<file path="src/rtl/reset_seq_pkg.sv">
// Shared types and defaults for the power-on reset sequencer.
// State encoding doubles as the debug value driven on the state port.
package reset_seq_pkg;

    typedef enum logic [1:0] {
        ST_CLK  = 2'd0,
        ST_MEM  = 2'd1,
        ST_PROC = 2'd2,
        ST_RUN  = 2'd3
    } seq_state_e;

    localparam int DEF_DIV_HOLD  = 16;
    localparam int DEF_MEM_HOLD  = 32;
    localparam int DEF_PROC_HOLD = 32;
    localparam int DEF_CNT_W     = 8;

    typedef struct packed {
        logic clk_reset;
        logic mem_reset;
        logic proc_reset;
        logic ready;
    } rst_vec_t;

    localparam rst_vec_t RST_ALL = rst_vec_t'(4'b1110);

    function automatic rst_vec_t decode_resets(input seq_state_e s);
        rst_vec_t v;
        v = RST_ALL;
        unique case (s)
            ST_CLK:  v = rst_vec_t'(4'b1110);
            ST_MEM:  v = rst_vec_t'(4'b0110);
            ST_PROC: v = rst_vec_t'(4'b0010);
            ST_RUN:  v = rst_vec_t'(4'b0001);
        endcase
        return v;
    endfunction

endpackage

</file>
<file path="src/rtl/hold_counter.sv">
// Free-running hold counter with clear, enable and terminal-count flag.
// terminal fires when the count reaches hold-1.
module hold_counter #(
    parameter int CNT_W = 8
) (
    input  logic             clock,
    input  logic             clear,
    input  logic             enable,
    input  logic [CNT_W-1:0] hold,
    output logic             terminal
);

    logic [CNT_W-1:0] count_q = '0;

    always_ff @(posedge clock) begin
        if (clear) begin
            count_q <= '0;
        end else if (enable) begin
            count_q <= count_q + CNT_W'(1);
        end
    end

    assign terminal = (count_q == hold - CNT_W'(1));

endmodule

</file>
<file path="src/rtl/reset_sequencer.sv">
// Staged reset release: clock tree, then memories, then processor core.
// All outputs come straight from flops that power up in the reset state.
import reset_seq_pkg::*;

module reset_sequencer #(
    parameter int DIV_HOLD  = DEF_DIV_HOLD,
    parameter int MEM_HOLD  = DEF_MEM_HOLD,
    parameter int PROC_HOLD = DEF_PROC_HOLD,
    parameter int CNT_W     = DEF_CNT_W
) (
    input  logic       clock,
    input  logic       reset,
    input  logic       soft_reset,
    output logic       clk_reset,
    output logic       mem_reset,
    output logic       proc_reset,
    output logic       ready,
    output logic [1:0] state
);

    localparam longint MAX_HOLD = (longint'(1) << CNT_W) - 1;

    if (CNT_W < 1 || CNT_W > 31) begin : g_bad_width
        $error("reset_sequencer: CNT_W out of range");
    end
    if (DIV_HOLD < 1 || DIV_HOLD > MAX_HOLD) begin : g_bad_div
        $error("reset_sequencer: DIV_HOLD out of range");
    end
    if (MEM_HOLD < 1 || MEM_HOLD > MAX_HOLD) begin : g_bad_mem
        $error("reset_sequencer: MEM_HOLD out of range");
    end
    // Two edges of the 6.25 MHz core clock need at least 16 board cycles.
    if (PROC_HOLD < 16 || PROC_HOLD > MAX_HOLD) begin : g_bad_proc
        $error("reset_sequencer: PROC_HOLD out of range");
    end

    localparam logic [CNT_W-1:0] DIV_H  = CNT_W'(DIV_HOLD);
    localparam logic [CNT_W-1:0] MEM_H  = CNT_W'(MEM_HOLD);
    localparam logic [CNT_W-1:0] PROC_H = CNT_W'(PROC_HOLD);

    seq_state_e       state_q = ST_CLK;
    seq_state_e       state_d;
    rst_vec_t         out_q   = RST_ALL;
    logic [CNT_W-1:0] hold;
    logic             terminal;
    logic             clear;
    logic             enable;

    always_comb begin
        hold = PROC_H;
        unique case (state_q)
            ST_CLK:  hold = DIV_H;
            ST_MEM:  hold = MEM_H;
            ST_PROC: hold = PROC_H;
            ST_RUN:  hold = PROC_H;
        endcase
    end

    always_comb begin
        state_d = state_q;
        unique case (state_q)
            ST_CLK:  if (terminal) state_d = ST_MEM;
            ST_MEM:  if (terminal) state_d = ST_PROC;
            ST_PROC: if (terminal) state_d = ST_RUN;
            ST_RUN:  if (soft_reset) state_d = ST_PROC;
        endcase
        if (reset) state_d = ST_CLK;
    end

    // Clearing on any state change covers every entry, including soft restart.
    assign clear  = reset || (state_d != state_q);
    assign enable = (state_q != ST_RUN);

    hold_counter #(
        .CNT_W(CNT_W)
    ) u_hold (
        .clock   (clock),
        .clear   (clear),
        .enable  (enable),
        .hold    (hold),
        .terminal(terminal)
    );

    always_ff @(posedge clock) begin
        if (reset) begin
            state_q <= ST_CLK;
            out_q   <= RST_ALL;
        end else begin
            state_q <= state_d;
            out_q   <= decode_resets(state_d);
        end
    end

    assign clk_reset  = out_q.clk_reset;
    assign mem_reset  = out_q.mem_reset;
    assign proc_reset = out_q.proc_reset;
    assign ready      = out_q.ready;
    assign state      = state_q;

endmodule

</file>
<file path="config.mk">
export PLATFORM = sky130hd
export DESIGN_NAME = reset_sequencer
export DESIGN_NICKNAME = d
export VERILOG_FILES = /design/src/rtl/reset_seq_pkg.sv /design/src/rtl/hold_counter.sv /design/src/rtl/reset_sequencer.sv
export SDC_FILE = /design/constraint.sdc
export NUM_CORES = 1
export LEC_CHECK = 0
export BUFFER_PORTS_ARGS = -buffer_cell sky130_fd_sc_hd__buf_2
export CAP_MARGIN = 25
export CORE_UTILIZATION = 47
export DETAILED_ROUTE_END_ITERATION = 16
export PLACE_DENSITY = 0.67
export SLEW_MARGIN = 20
export SYNTH_ARGS = -nofsm -noshare
export SYNTH_HDL_FRONTEND = slang
export SYNTH_SLANG_ARGS = --single-unit
</file>
<file path="constraint.sdc">
create_clock -name clock -period 1.34 [get_ports clock]
set_input_delay 0.268 -clock clock [delete_from_list [all_inputs] [get_ports clock]]
set_output_delay 0.268 -clock clock [all_outputs]
set_load 0.02 [all_outputs]
</file>
[After elaboration in Yosys (flattened, before gate mapping)]
Cells that the tools add are included.
Storage, ports and cells
  bits in writable memories: 0
  logic and storage cells: 29
  ROM bits: 0
  latch bits: 0
  memories: 0
  input port bits: 3
  register bits after elaboration: 14
  output and inout port bits: 6
Operators by class
  bitwise logic cells: 0
  multiply operators: 0
  shifts and indexed selects: 0
  mux-type cells: 8
  reductions and logical operators: 4
  eq/ne operators: 9
  divide/modulo/power cells: 0
  $add $sub $neg: 2
  magnitude comparators: 0
Operators with widths (count)
  case mux 4 bit (4 select lines): 1
  case mux 8 bit (2 select lines): 1
  two-way mux 2 bit: 5
  adder 8 x 1 -> 8 bit (second input constant): 1
  == test 2 bit (second input constant): 4
  == test 8 bit: 1
  case mux 2 bit (4 select lines): 1
  subtractor 8 x 1 -> 8 bit (second input constant): 1
  == test 2 x 1 -> 1 bit (second input constant): 2
  logical NOT 2 bit: 2
  OR reduction 3 bit: 1
  inequality test 2 bit: 1
  inequality test 2 bit (second input constant): 1
  logical OR 1 bit: 1

[Depth between registers and ports, before layout]
Gate-level depths: netlist of run 1.
  depth in word-level cells: 10
  gate-level depth with buffers: 5
  gate-level depth less buffers: 5

[By module]
Synthesis of run 1 repeated with hierarchy kept, for this count alone.
Unflattened totals
  cell total of the unflattened synthesis: 99
  area total of the unflattened synthesis: 843.3 sq um
By module, submodules not included
  hold_counter: cells an instance 74, area an instance 598.1 sq um, instances 1, sequential area each 160.2 sq um
  reset_sequencer: cells an instance 25, area an instance 245.2 sq um, instances 1, sequential area each 120.1 sq um

[Least setup slack after synthesis of run 1]
OpenSTA, ideal clock, no wires.
  path type: flip-flop to flip-flop
  start: register u_hold.count_q[0]
  end: register u_hold.count_q[0]
  path slack: -0.118 ns
  cell stages (with the launch flop): 6
  path buffers: 0
  period minus slack after synthesis: 1.458 ns
  data required time: 1.219 ns
  setup time: 0.121 ns
  arrival: 1.337 ns
  cells stage by stage: dfxtp_1 > ha_1 > nand2b_1 > or4_4 > o21ai_4 > nor2_1
On the way
  cells in the longest elaborated chain, start to end: 6
  elaborated cells between the ends (all ways): 9
  those cells by class: 1 x add/sub; 2 x eq/ne; 5 x mux; 1 x reduce/logical
Ends and longest elaborated chain
  from (decl): line hold_counter.sv:13  | logic [CNT_W-1:0] count_q = '0;
  from (signal assigned): line hold_counter.sv:19  | count_q <= count_q + CNT_W'(1);
  == test 8 bit: line hold_counter.sv:23  | assign terminal = (count_q == hold - CNT_W'(1));
  two-way mux 2 bit, on equally long branches: line reset_sequencer.sv:64, reset_sequencer.sv:62, reset_sequencer.sv:63
  case mux 2 bit (4 select lines): line reset_sequencer.sv:61  | unique case (state_q)
  two-way mux 2 bit: line reset_sequencer.sv:67  | if (reset) state_d = ST_CLK;
  inequality test 2 bit: line reset_sequencer.sv:71  | assign clear = reset || (state_d != state_q);
  logical OR 1 bit: line reset_sequencer.sv:71
Several ways; a longest one is shown, not always the timed one.
A chain may end at the register's enable or synchronous reset.

[Final worst setup path of run 1]
  start: register u_hold.count_q[1]
  end: register u_hold.count_q[1]
The elaborated chain is that of the path after synthesis.

==> flow_summary.ini, run 1 <==
[status]
status = finished with violations
violations = setup timing

[synthesis]
synthCells = 69
avgSynthCellArea_um2 = 8.96
synth_edf_count = 0
synth_nets = 73
ys.flop_type = dfxtp_1
ys_seq_elements = 14
syn-cell-area_um2 = 618
yosysWarnings = 0
seq_area_frac_synth = 0.453
ys_types = 25
ys_async_sr_fraction = 0

[routing]
drc = 0
viasPerCell = 5.18
ant_nets = 0
first_pass_iters = 4
post_drt_wl_per_cell_um = 11.4
drt-initial-drc-count = 1
wl_um = 1130
dr_total_vias = 513

[clock_tree]
cts_tree = yes
cts.clk_slew.worst_paths_ps = 90
post_cts_resized = 0
cts.path.max_buffers = 2
htreeDepth = 1
clockRootBuffer = clkbuf_4
clkLatencyLatePin_ps = 280
clock_sinks = 14
cts_buffers = 3

[finish]
layout_common_cells = dfxtp_1, nor2_1, buf_2, xor2_1, buf_4
drive_gt1_frac = 0.329
syn_to_final_growth_pct = 25.5
instances_no_fill = 99
final_common_cell = dfxtp_1
final_core_util = 0.662
diodes = 0
nets = 90

[floorplan]
start_util = 0.528
rows = 12
core_area_um2 = 1170
io_pins = 9
die_h_um = 38.3
die-area_um2 = 1460
fp.dieW_um = 38.3

[grt]
gr-usage-all-layers = 0.190
overflow = 0
grt_pass1_wl_um = 1840
first_global_vias = 450
grt_max_degree = 11
antenna_found_initial = 0

[setup_path]
critical_path_arrival_ps = 1580
worst_setup_path_start_kind = register
crit_required_ps = 1500
cpPeakStageDelay_ps = 430
critPathMaxFanout = 8
crit_path_cell_trace = ha_4 > nand2b_4 > or4_4 > o21ai_4 > a21oi_1
crit_family = simple AND/OR/NAND/NOR gates
critPathSlowestCell = or4_4
crit_type = register to register
cp-end-kind = register
crit_buf_inv = 0

[placement]
port_buffers = 8
hpwl_um = 866
gp_congestion = 0.680
dpl.cell_count = 95

[timing]
tightest_slew_ps = 319
max_freq_mhz = 702
worst_slack_ps = -83.5
setup_viol = 9
fin_crit_ps = 1420
finalCritPeriodShare = 1.06
maxSlewViolCount = 0
hold_violations = 0
slew_headroom = 0.786
clock-skew-final_ps = 5.68
rsz0062_at_grt = true

[power]
power.leakage_nw = 0.305
powerDensity_nw_per_um2 = 1000
ir_worst_vdd_v = 0.000658

[run]
drv_cap = 0

[hold_path]
min_path_type = input port to register
where the power goes:
part | leakage, nW | internal [mW] | switching [mW]
clock network | 0.0210 | 0.165 | 0.134
registers | 0.114 | 0.425 | 0.00739
logic | 0.170 | 0.0238 | 0.0230
total | 0.305 | 0.614 | 0.164
metrics by stage:
stage | TNS (ps) | power [mW] | cell area [um2] | hold WS (ps) | setup WS (ps)
floorplan | -104 | 0.470 | 642 | 340 | -15.9
global placement | -537 | 0.488 | 739 | 499 | -76.3
detailed placement | -671 | 0.490 | 739 | 503 | -92.5
CTS | -749 | 0.798 | 776 | 202 | -103
global route | -1300 | 0.816 | 776 | 201 | -149
finish | -586 | 0.778 | 776 | 211 | -83.5
Yosys cell counts, types with 2 or more instances:
cell | count | area, um2
dfxtp_1 | 14 | 280
inv_1 | 2 | 7.51
nand2_1 | 4 | 15.0
nand4_1 | 2 | 12.5
a21oi_1 | 3 | 15.0
nor2_1 | 9 | 33.8
clkbuf_1 | 3 | 11.3
nor3_1 | 2 | 10.0
nand3_1 | 4 | 20.0
xor2_1 | 7 | 61.3
a31oi_1 | 3 | 18.8
nand2b_1 | 2 | 12.5
o21ai_0 | 2 | 10.0
cells by family after synthesis:
| kind of cell | Yosys count | synth area share |
|---|---|---|
| adder cells (fa/ha/maj) | 1 | 0.0202 |
| AO/OA/AOI/OAI | 10 | 0.111 |
| AND/OR/NAND/NOR | 31 | 0.271 |
| flip-flops | 14 | 0.453 |
| XOR/XNOR | 8 | 0.113 |
| buffers and inverters | 5 | 0.0304 |
sequential cells by signal, indices dropped and copies added, names as in the netlist:
signal / cells
u_hold.count_q: 8
mem_reset: 1
clk_reset: 1
ready: 1
state: 2
proc_reset: 1
area by class of cell:
type                       count  area (um2)
tap                           14        17.5
multi-input combinational     50         339
timing repair buffer          15        92.6
inverter                       2        7.51
fill                          95         395
clock buffer                   4        36.3
sequential                    14         283
worst paths after layout:
check	startpoint	endpoint	slack [ps]	cells past startpoint
worst max-delay path	u_hold.count_q[1]$_SDFFE_PP0P_	u_hold.count_q[1]$_SDFFE_PP0P_	-80	5
worst min-delay path	reset	ready$_SDFF_PP0_	210	2
worst max register to register	u_hold.count_q[1]$_SDFFE_PP0P_	u_hold.count_q[1]$_SDFFE_PP0P_	-80	5
worst min register to register	u_hold.count_q[1]$_SDFFE_PP0P_	u_hold.count_q[1]$_SDFFE_PP0P_	520	2
metal layers:
layer  global-route usage  vias to the layer above  part of all wire  routed length (um)
li1                     -                      268                 -                   -
met1                0.217                      235              0.46                 517
met2                0.309                        8              0.50                 566
met3               0.0349                        2             0.029                  33
met4                0.143                        0            0.0089                  10
met5                    0                        -                 0                   0
worst register-to-register path, cell delays in order, from the launching register on:
cell	delay, ps
dfxtp_2	370
ha_4	150
nand2b_4	50
or4_4	430
o21ai_4	230
a21oi_1	80
what timing repair did:
action | in CTS | in global routing
endpoints found under the setup margin | 10 | 12
hold buffers | 0 | 0
setup buffers | 0 | 0
Power figures use the tool's default switching activity.
==> run 2: changes to the inputs <==
ABC_AREA = 1   (was unset)
==> run 2 against run 1 <==
Compared with the run above: the flow now finishes without violations; synthesized area grew 1.6%; first-iteration DRC count grew to 8.0 times the previous value; synthesized cell count grew 17%; maximum frequency grew 16%; clock power shrank 23%; clock-buffer cell count shrank 1; sequential share of layout area grew 2.6 points; core utilization shrank 4.5 points; critical path type unchanged.
==> flow_summary.ini, run 2 <==
[finish]
diodes = 0
top_register = u_hold.count_q
nets = 98
final_common_cell = nand2_1
drive_gt1_frac = 0.315
layout_common_cells = nand2_1, dfxtp_1, nor2_1, inv_1, buf_2
syn_to_final_growth_pct = 15.1
final_area_um2 = 723
largest_reg_flops = 8

[power]
power.leakage_nw = 0.343
p_int_mw = 0.545
powerDensity_nw_per_um2 = 966
p_switching_mw = 0.153
p_sw_frac = 0.219
p_seq_frac = 0.621
pwr-share-comb = 0.050
ir_worst_vdd_v = 0.000668
clock_power_share = 0.329

[grt]
grt_pass1_wl_um = 1710
gr-usage-all-layers = 0.175
first_global_vias = 448
antenna_found_initial = 0
overflow = 0
grt_max_degree = 9

[synthesis]
synthTopCellsByArea = dfxtp_1, nand2_1, inv_1
synth_nets = 85
synth_top_cells_by_count = nand2_1, dfxtp_1, inv_1, nor2_1, nand2_2
ys_async_sr_fraction = 0
yosysMostFrequentCell = nand2_1
yosysTopAreaCell = dfxtp_1
avgSynthCellArea_um2 = 7.75
yosysWarnings = 0
ys_seq_elements = 14
synth_top_area_share = 0.446
ys_types = 20
ys.flop_type = dfxtp_1
synth_edf_count = 0
syn-cell-area_um2 = 628
synthCells = 81
seq_area_frac_synth = 0.446

[timing]
tightest_slew_ps = 277
clock-skew-final_ps = 6.86
setup_viol = 0
rsz0062_at_grt = false
slew_headroom = 0.814
maxSlewViolCount = 0
max_freq_mhz = 818
finalCritPeriodShare = 0.913
setup_tns_ps = 0
hold_violations = 0
fin_crit_ps = 1220

[run]
drv_cap = 0

[clock_tree]
cts_tree = yes
cts.clk_slew.worst_paths_ps = 80
clockRootBuffer = clkbuf_4
clock_sinks = 14
htreeDepth = 1
clkLatencyLatePin_ps = 280
hold_buffers = 0
cts.path.max_buffers = 2
cts_buffers = 3

[setup_path]
critPathMaxFanout = 8
worst_setup_path_start_kind = register
crit_type = register to register
critical_path_arrival_ps = 1390
cp-end-kind = register
crit_required_ps = 1510

[floorplan]
die_h_um = 38.6
start_util = 0.536
die-area_um2 = 1490
core_area_um2 = 1170
rows = 12
io_pins = 9
fp.dieW_um = 38.6

[routing]
drc = 0
wl_um = 1040
first_pass_iters = 3
post_drt_wl_per_cell_um = 9.76
dr_total_vias = 489
ant_nets = 0
viasPerCell = 4.61
drt-initial-drc-count = 8

[hold_path]
min_path_type = input port to register

[placement]
place_area_um2 = 686
hpwl_um = 766
gp_congestion = 0.742
port_buffers = 8

[status]
status = finished clean
==> run 2: cell types whose count changed in the layout (fill, tap and decap cells not counted), moves of 3 or more <==
| cell | previous run | this run |
|---|---|---|
| nand2_1 | 4 | 18 |
| nor2_2 | 0 | 3 |
| nand2_2 | 1 | 6 |
| a31oi_1 | 3 | 0 |
| buf_4 | 7 | 0 |
| xor2_1 | 7 | 4 |
| inv_1 | 2 | 10 |
==> run 2: layout make-up <==
cell class | instances | area [um2]
fill | 112 | 448
sequential | 14 | 283
clock buffer | 3 | 22.5
multi-input combinational | 56 | 319
inverter | 11 | 41.3
timing repair buffer | 8 | 40.0
tap | 14 | 17.5
==> run 2: metal layers <==
metal / routed length (um) / global-route usage / part of all wire
met2: 459 / 0.258 / 0.44
met4: 24 / 0.129 / 0.023
met1: 525 / 0.221 / 0.51
met3: 25 / 0.0349 / 0.024
met5: 0 / 0 / 0
==> run 2: power groups by stage <==
stage	sequential [mW]	combinational, mW	clock [mW]
4_1_cts	0.430	0.0331	0.240
5_1_grt	0.435	0.0404	0.254
3_5_place_dp	0.440	0.0330	0
2_1_floorplan	0.438	0.0250	0
6_report	0.434	0.0349	0.230
3_3_place_gp	0.440	0.0333	0
==> run 2: worst paths after layout <==
check	startpoint	to	slack (ps)	cells after the start
setup / recovery	u_hold.count_q[0]$_SDFFE_PP0P_	u_hold.count_q[7]$_SDFFE_PP0P_	120	8
setup reg to reg	u_hold.count_q[0]$_SDFFE_PP0P_	u_hold.count_q[7]$_SDFFE_PP0P_	120	8
hold / removal	reset	state[0]$_SDFF_PP0_	180	2
hold reg to reg	u_hold.count_q[1]$_SDFFE_PP0P_	u_hold.count_q[1]$_SDFFE_PP0P_	530	2
==> run 2: timing repair <==
item	in CTS	in global routing
resized for setup	0	4
setup endpoints to repair	0	11
setup buffers	0	0
==> run 2: kinds of logic (layout without fill, tap and decap cells) <==
group	after synthesis	count (layout)	share of synthesized area
DFF	14	14	0.446
AOI/OAI and AO/OA	5	5	0.0498
adders and majority gates	1	1	0.0199
xor gates and xnor gates	4	4	0.0558
and+or+nand+nor	46	46	0.363
buffers and inverters	11	22	0.0657
==> run 2: per-stage QoR <==
stage / hold WS (ps) / util / setup slack [ps] / power (mW) / instances
after global placement: 471 / 0.585 / 59.6 / 0.473 / 103
after CTS: 164 / 0.605 / 41.8 / 0.703 / 106
after global routing: 175 / 0.618 / 24.4 / 0.729 / 106
after floorplan: 337 / - / 156 / 0.463 / 81
final: 175 / 0.618 / 117 / 0.698 / 106
after detailed placement: 456 / 0.585 / 55.3 / 0.473 / 103
==> run 2: worst max-delay path: stages, from the launching register on <==
cell     delay (ps)
dfxtp_2         370
ha_4            150
nand3_1          80
nor2_2          120
nand2_1          80
nand2_1          70
nand2_2          60
nand2_4         120
nor2_1           60
